File: src/rtl/collision_scorer_if.sv
`default_nettype none
// ---------------------------------------------------------------------------
// collision_scorer_if : sprite-flag inputs and score/status outputs
// Rev 1.0
// ---------------------------------------------------------------------------
interface collision_scorer_if;
    logic        i_pix_stb;
    logic        i_animate;
    logic        i_paused;
    logic        i_player;
    logic        i_bullet;
    logic        i_enemy;
    logic        i_start;
    logic        o_hit;
    logic        o_crash;
    logic [15:0] o_score;
    logic [2:0]  o_lives;
    logic        o_invuln;
    logic        o_game_over;

    modport master (
        output i_pix_stb, i_animate, i_paused, i_player, i_bullet, i_enemy, i_start,
        input  o_hit, o_crash, o_score, o_lives, o_invuln, o_game_over
    );

    modport slave (
        input  i_pix_stb, i_animate, i_paused, i_player, i_bullet, i_enemy, i_start,
        output o_hit, o_crash, o_score, o_lives, o_invuln, o_game_over
    );
endinterface
`default_nettype wire

File: src/rtl/collision_scorer.sv
`default_nettype none
// ---------------------------------------------------------------------------
// collision_scorer : per-frame bullet/ship vs enemy overlap scoring and lives
// Rev 1.0
// ---------------------------------------------------------------------------
module collision_scorer #(
    parameter int LIVES        = 3,
    parameter int CRASH_FRAMES = 60
) (
    input  wire                 i_clk,
    input  wire                 i_rst_n,
    collision_scorer_if.slave   bus
);
    localparam logic [1:0] c_PLAY      = 2'd0;
    localparam logic [1:0] c_CRASH     = 2'd1;
    localparam logic [1:0] c_GAME_OVER = 2'd2;

    localparam logic [2:0] c_LIVES  = 3'(LIVES);
    localparam logic [7:0] c_FRAMES = 8'(CRASH_FRAMES);

    logic [1:0]  state_q, state_d;
    logic        hit_flag_q, hit_flag_d;
    logic        crash_flag_q, crash_flag_d;
    logic [15:0] score_q, score_d;
    logic [2:0]  lives_q, lives_d;
    logic [7:0]  cnt_q, cnt_d;
    logic        hit_q, hit_d;
    logic        crash_q, crash_d;
    logic [2:0]  w_lives_dec;
    logic [7:0]  w_cnt_dec;

    // Saturating 4-digit BCD increment with per-digit carry.
    function automatic logic [15:0] bcd_inc(input logic [15:0] v);
        logic [15:0] r;
        logic        carry;
        r     = v;
        carry = 1'b1;
        if (v != 16'h9999) begin
            for (int i = 0; i < 4; i++) begin
                if (carry) begin
                    if (r[4*i +: 4] == 4'd9) begin
                        r[4*i +: 4] = 4'd0;
                    end else begin
                        r[4*i +: 4] = r[4*i +: 4] + 4'd1;
                        carry       = 1'b0;
                    end
                end
            end
        end
        return r;
    endfunction

    always_ff @(posedge i_clk or negedge i_rst_n) begin
        if (!i_rst_n) begin
            state_q      <= c_PLAY;
            hit_flag_q   <= 1'b0;
            crash_flag_q <= 1'b0;
            score_q      <= 16'h0000;
            lives_q      <= c_LIVES;
            cnt_q        <= 8'd0;
            hit_q        <= 1'b0;
            crash_q      <= 1'b0;
        end else begin
            state_q      <= state_d;
            hit_flag_q   <= hit_flag_d;
            crash_flag_q <= crash_flag_d;
            score_q      <= score_d;
            lives_q      <= lives_d;
            cnt_q        <= cnt_d;
            hit_q        <= hit_d;
            crash_q      <= crash_d;
        end
    end

    always_comb begin
        state_d     = state_q;
        score_d     = score_q;
        lives_d     = lives_q;
        cnt_d       = cnt_q;
        hit_d       = 1'b0;
        crash_d     = 1'b0;
        w_lives_dec = lives_q - 3'd1;
        w_cnt_dec   = cnt_q - 8'd1;

        // Samples landing on the animate cycle belong to no frame and are dropped.
        if (bus.i_animate) begin
            hit_flag_d   = 1'b0;
            crash_flag_d = 1'b0;
        end else begin
            hit_flag_d   = hit_flag_q   | (bus.i_pix_stb & bus.i_bullet & bus.i_enemy);
            crash_flag_d = crash_flag_q | (bus.i_pix_stb & bus.i_player & bus.i_enemy);
        end

        if (state_q == c_GAME_OVER) begin
            if (bus.i_start) begin
                state_d      = c_PLAY;
                score_d      = 16'h0000;
                lives_d      = c_LIVES;
                cnt_d        = 8'd0;
                hit_flag_d   = 1'b0;
                crash_flag_d = 1'b0;
            end
        end else if (bus.i_animate && !bus.i_paused) begin
            if (state_q == c_PLAY && crash_flag_q) begin
                crash_d = 1'b1;
                lives_d = w_lives_dec;
                if (w_lives_dec == 3'd0) begin
                    state_d = c_GAME_OVER;
                end else begin
                    state_d = c_CRASH;
                    cnt_d   = c_FRAMES;
                end
            end else begin
                if (hit_flag_q) begin
                    hit_d   = 1'b1;
                    score_d = bcd_inc(score_q);
                end
                if (state_q == c_CRASH) begin
                    cnt_d = w_cnt_dec;
                    if (w_cnt_dec == 8'd0) begin
                        state_d = c_PLAY;
                    end
                end
            end
        end
    end

    always_comb begin
        bus.o_hit       = hit_q;
        bus.o_crash     = crash_q;
        bus.o_score     = score_q;
        bus.o_lives     = lives_q;
        bus.o_invuln    = (state_q == c_CRASH);
        bus.o_game_over = (state_q == c_GAME_OVER);
    end
endmodule
`default_nettype wire

File: src/flat_wrapper.sv
// flat-port wrapper written by rule: the top's interface ports become plain ports
module collision_scorer_flat 
#(
    parameter int LIVES        = 3,
    parameter int CRASH_FRAMES = 60
)
  (i_clk, i_rst_n, bus_i_pix_stb, bus_i_animate, bus_i_paused, bus_i_player, bus_i_bullet, bus_i_enemy, bus_i_start, bus_o_hit, bus_o_crash, bus_o_score, bus_o_lives, bus_o_invuln, bus_o_game_over);
  collision_scorer_if bus_i ();
  input  wire i_clk;
  input  wire i_rst_n;
  input wire logic [$bits(bus_i.i_pix_stb)-1:0] bus_i_pix_stb;
  input wire logic [$bits(bus_i.i_animate)-1:0] bus_i_animate;
  input wire logic [$bits(bus_i.i_paused)-1:0] bus_i_paused;
  input wire logic [$bits(bus_i.i_player)-1:0] bus_i_player;
  input wire logic [$bits(bus_i.i_bullet)-1:0] bus_i_bullet;
  input wire logic [$bits(bus_i.i_enemy)-1:0] bus_i_enemy;
  input wire logic [$bits(bus_i.i_start)-1:0] bus_i_start;
  output wire logic [$bits(bus_i.o_hit)-1:0] bus_o_hit;
  output wire logic [$bits(bus_i.o_crash)-1:0] bus_o_crash;
  output wire logic [$bits(bus_i.o_score)-1:0] bus_o_score;
  output wire logic [$bits(bus_i.o_lives)-1:0] bus_o_lives;
  output wire logic [$bits(bus_i.o_invuln)-1:0] bus_o_invuln;
  output wire logic [$bits(bus_i.o_game_over)-1:0] bus_o_game_over;
  assign bus_i.i_pix_stb = bus_i_pix_stb;
  assign bus_i.i_animate = bus_i_animate;
  assign bus_i.i_paused = bus_i_paused;
  assign bus_i.i_player = bus_i_player;
  assign bus_i.i_bullet = bus_i_bullet;
  assign bus_i.i_enemy = bus_i_enemy;
  assign bus_i.i_start = bus_i_start;
  assign bus_o_hit = bus_i.o_hit;
  assign bus_o_crash = bus_i.o_crash;
  assign bus_o_score = bus_i.o_score;
  assign bus_o_lives = bus_i.o_lives;
  assign bus_o_invuln = bus_i.o_invuln;
  assign bus_o_game_over = bus_i.o_game_over;
  collision_scorer #(.LIVES(LIVES), .CRASH_FRAMES(CRASH_FRAMES)) u_core (.i_clk(i_clk), .i_rst_n(i_rst_n), .bus(bus_i));
endmodule
File: config.mk
export PLATFORM = sky130hd
export DESIGN_NAME = collision_scorer_flat
export DESIGN_NICKNAME = d
export VERILOG_FILES = /design/src/rtl/collision_scorer_if.sv /design/src/rtl/collision_scorer.sv /design/src/flat_wrapper.sv
export SDC_FILE = /design/constraint.sdc
export NUM_CORES = 1
export LEC_CHECK = 0
export CORE_MARGIN = 8
export CORE_UTILIZATION = 45
export CTS_CLUSTER_SIZE = 12
export DETAILED_ROUTE_END_ITERATION = 8
export PLACE_DENSITY = 0.75
export SLEW_MARGIN = 25
export SYNTH_ARGS = -nofsm -noshare
export SYNTH_HDL_FRONTEND = slang
export SYNTH_SLANG_ARGS = --single-unit
File: constraint.sdc
create_clock -name i_clk -period 2.7 [get_ports i_clk]
set_clock_uncertainty 0.15 [all_clocks]
set_input_delay 0.54 -clock i_clk [delete_from_list [all_inputs] [get_ports i_clk]]
set_output_delay 0.54 -clock i_clk [all_outputs]
set_load 0.005 [all_outputs]
==> flow_summary.toml <==
[synth]
synth_edf_count = 0
seq_area_frac_synth_pct = 42.8
synth_ff_type = "dfrtp_1"
yosysWarningCount = 0
synth_area_um2 = 1940
synth_cell_type_count = 47
async_flop_share_pct = 100
ys_top_cells_by_area = "dfrtp_1 (40%), ha_1 (9.7%), nand2_1 (4.3%)"
synth_cells = 206
synth_area_leader_cell = "dfrtp_1"
syn_area_per_cell_um2 = 9.40
yosys.area.top_type_share_pct = 40.1
ys_ff_latch = 33
synth_nets = 230

[sta]
hold_viol_final = 0
finalSetupViolCount = 0
slew_viol_final = 0
setup_tns_ns = 0
worstMarginPinSlew_ns = 0.430
rsz0062_at_grt = "false"
final.min_clock_period_ns = 2.48
period_share_pct = 91.8
max_slew_margin_pct = 71.4
timing.final.ws_setup_ns = 0.222
fmaxAchievable_ghz = 0.404
hold_ws_ns = 0.379

[placed_design]
place_area_um2 = 2350
dp_slack_ns = 0.103
gp_congestion = 0.770
placement.io_buffers = 31
dp_hpwl_mm = 3.12

[route]
wire_per_inst_um = 14.5
drc = 0
detail-route-antenna-nets = 0
drtIter0Drc = 120
avgViaCountPerCell = 5.56
first_pass_iters = 4
wirelength_mm = 4.33
vias = 1658

[worst_setup_path]
r2r-start = "u_core.bus.o_score[4]$_DFFE_PN0P_"
worst_r2r_path_depth = 6
start_kind = "register"
cp.required_ns = 2.01
r2r_slack_ns = 0.44
crit_arrival_ns = 1.79
critPathKind = "register to output port"
end_kind = "output port"
r2r_end = "u_core.bus.o_score[7]$_DFFE_PN0P_"
worstPathMaxFanout = 14

[die]
fp.dieH_um = 81.6
coreArea_um2 = 4230
die_area_um2 = 6660
num_rows = 24
die_x_um = 81.6
io_pins = 32
start_util_pct = 45.7

[finish]
fin_area_um2 = 2430
final_nets = 270
final_cell_mix = "clkdlybuf4s50_1 (31), dfrtp_1 (31), nand2_1 (22), inv_1 (15), ha_1 (15)"
fillers = 370
diodes = 0
drive_gt1_share_pct = 8.94
syn_to_final_growth_pct = 25.7

[cts]
cts_tree = "yes"
htreeDepth = 2
cts_setup_buffers = 0
clock_path_buffers = 2
clock_tree.root_cell = "clkbuf_8"
cts.sinks = 33
ctsHoldBuffers = 0
worstSkewPairLatency_ns = 0.28
post_cts_resized = 0
cts_buffers = 5
clk_pin_slew_ns = 0.07

[global_routing]
overflow = 0
grt_first_pass_wirelength_mm = 7.38
grt_pass1_vias = 1635
track_usage_pct = 13.9
antenna_found_initial = 0
grt_max_degree = 34

[power]
fin_total_pwr_uw = 1040
peakVddDrop_mv = 0.343
p_per_area_nw_per_um2 = 429
leakage_uw = 0.00110

[job]
maxCapViolations = 0

[run_status]
status = "completed"

[min_path]
hp-start = "u_core.bus.o_score[7]$_DFFE_PN0P_"
hold_end = "u_core.bus.o_score[7]$_DFFE_PN0P_"
holdPathStages = 1
hp-class = "register to register"
flip-flops by register name (all words and copies together) (netlist names):
signal / count
u_core.bus.o_crash: 1
u_core.bus.o_hit: 1
u_core.bus.o_lives: 3
u_core.bus.o_score: 16
u_core.cnt_q: 8
u_core.crash_flag_q: 1
u_core.hit_flag_q: 1
u_core.state_q: 2
Yosys cell counts (all sizes together), types with 4 or more instances:
library cell,number
dfrtp,31
o21ai,16
nor2,14
clkbuf,5
ha,15
a21oi,9
nand3,4
nor3,7
a31oi,7
and3b,4
inv,15
or3,4
nand2,22
worst max-delay path by stage:
stage / slack, ns / end / from
6_report: 0.22 / bus_o_game_over / u_core.state_q[0]$_DFFE_PN0P_
5_1_grt: 0.16 / bus_o_game_over / u_core.state_q[0]$_DFFE_PN0P_
4_1_cts: 0.21 / bus_o_game_over / u_core.state_q[0]$_DFFE_PN0P_
3_5_place_dp: 0.10 / u_core.bus.o_score[7]$_DFFE_PN0P_ / bus_i_animate
3_3_place_gp: 0.15 / u_core.bus.o_score[7]$_DFFE_PN0P_ / bus_i_animate
2_1_floorplan: 0.36 / u_core.bus.o_score[7]$_DFFE_PN0P_ / u_core.state_q[0]$_DFFE_PN0P_
where the power goes:
| part | switching (uW) | total [uW] | internal, uW | leakage (uW) |
|---|---|---|---|---|
| registers | 27.6 | 545 | 517 | 0.000433 |
| clock network | 176 | 378 | 202 | 0.0000443 |
| logic | 48.3 | 122 | 73.7 | 0.000627 |
| total | 252 | 1040 | 793 | 0.00110 |
final cells by class:
type / instances / area [um2] / area share [%]
inverters: 15 / 56.3 / 2.31
multi-input cells: 152 / 1030 / 42.2
clock buffers: 7 / 86.3 / 3.55
well taps: 52 / 65.1 / 2.67
flip-flops and latches: 33 / 828 / 34.0
repair buffers: 39 / 370 / 15.2
worst max-delay path, cell delays in order (launching register included):
cell and delay, ns:
dfrtp_1 0.42, inv_1 0.09, ha_1 0.24, buf_4 0.23
clkdlybuf4s50_1 0.53
logic make-up (layout without fill, tap and decap cells):
| logic type | Yosys count | count (layout) | share of synthesized area, % |
|---|---|---|---|
| buffers and inverters | 21 | 61 | 4.14 |
| xor gates and xnor gates | 6 | 6 | 2.72 |
| adders and majority gates | 15 | 15 | 9.70 |
| muxes | 2 | 2 | 1.03 |
| AOI/OAI and AO/OA | 57 | 57 | 19.5 |
| DFF | 33 | 33 | 42.8 |
| and+or+nand+nor | 72 | 72 | 20.1 |
stage by stage:
stage | std cells | utilization [%]
floorplan | 206 | -
global placement | 291 | 55.4
detailed placement | 291 | 55.4
CTS | 298 | 57.5
global route | 298 | 57.5
finish | 298 | 57.5
per-layer routing:
metal  vias to the layer above  global-route usage (%)  wire (um)
met2                        39                    22.4       1970
li1                        817                       -          -
met3                         4                    4.49        259
met4                         0                    4.04         30
met5                         -                       0          0
met1                       798                    17.4       2070
No activity file was read; power rests on OpenSTA's default activity.
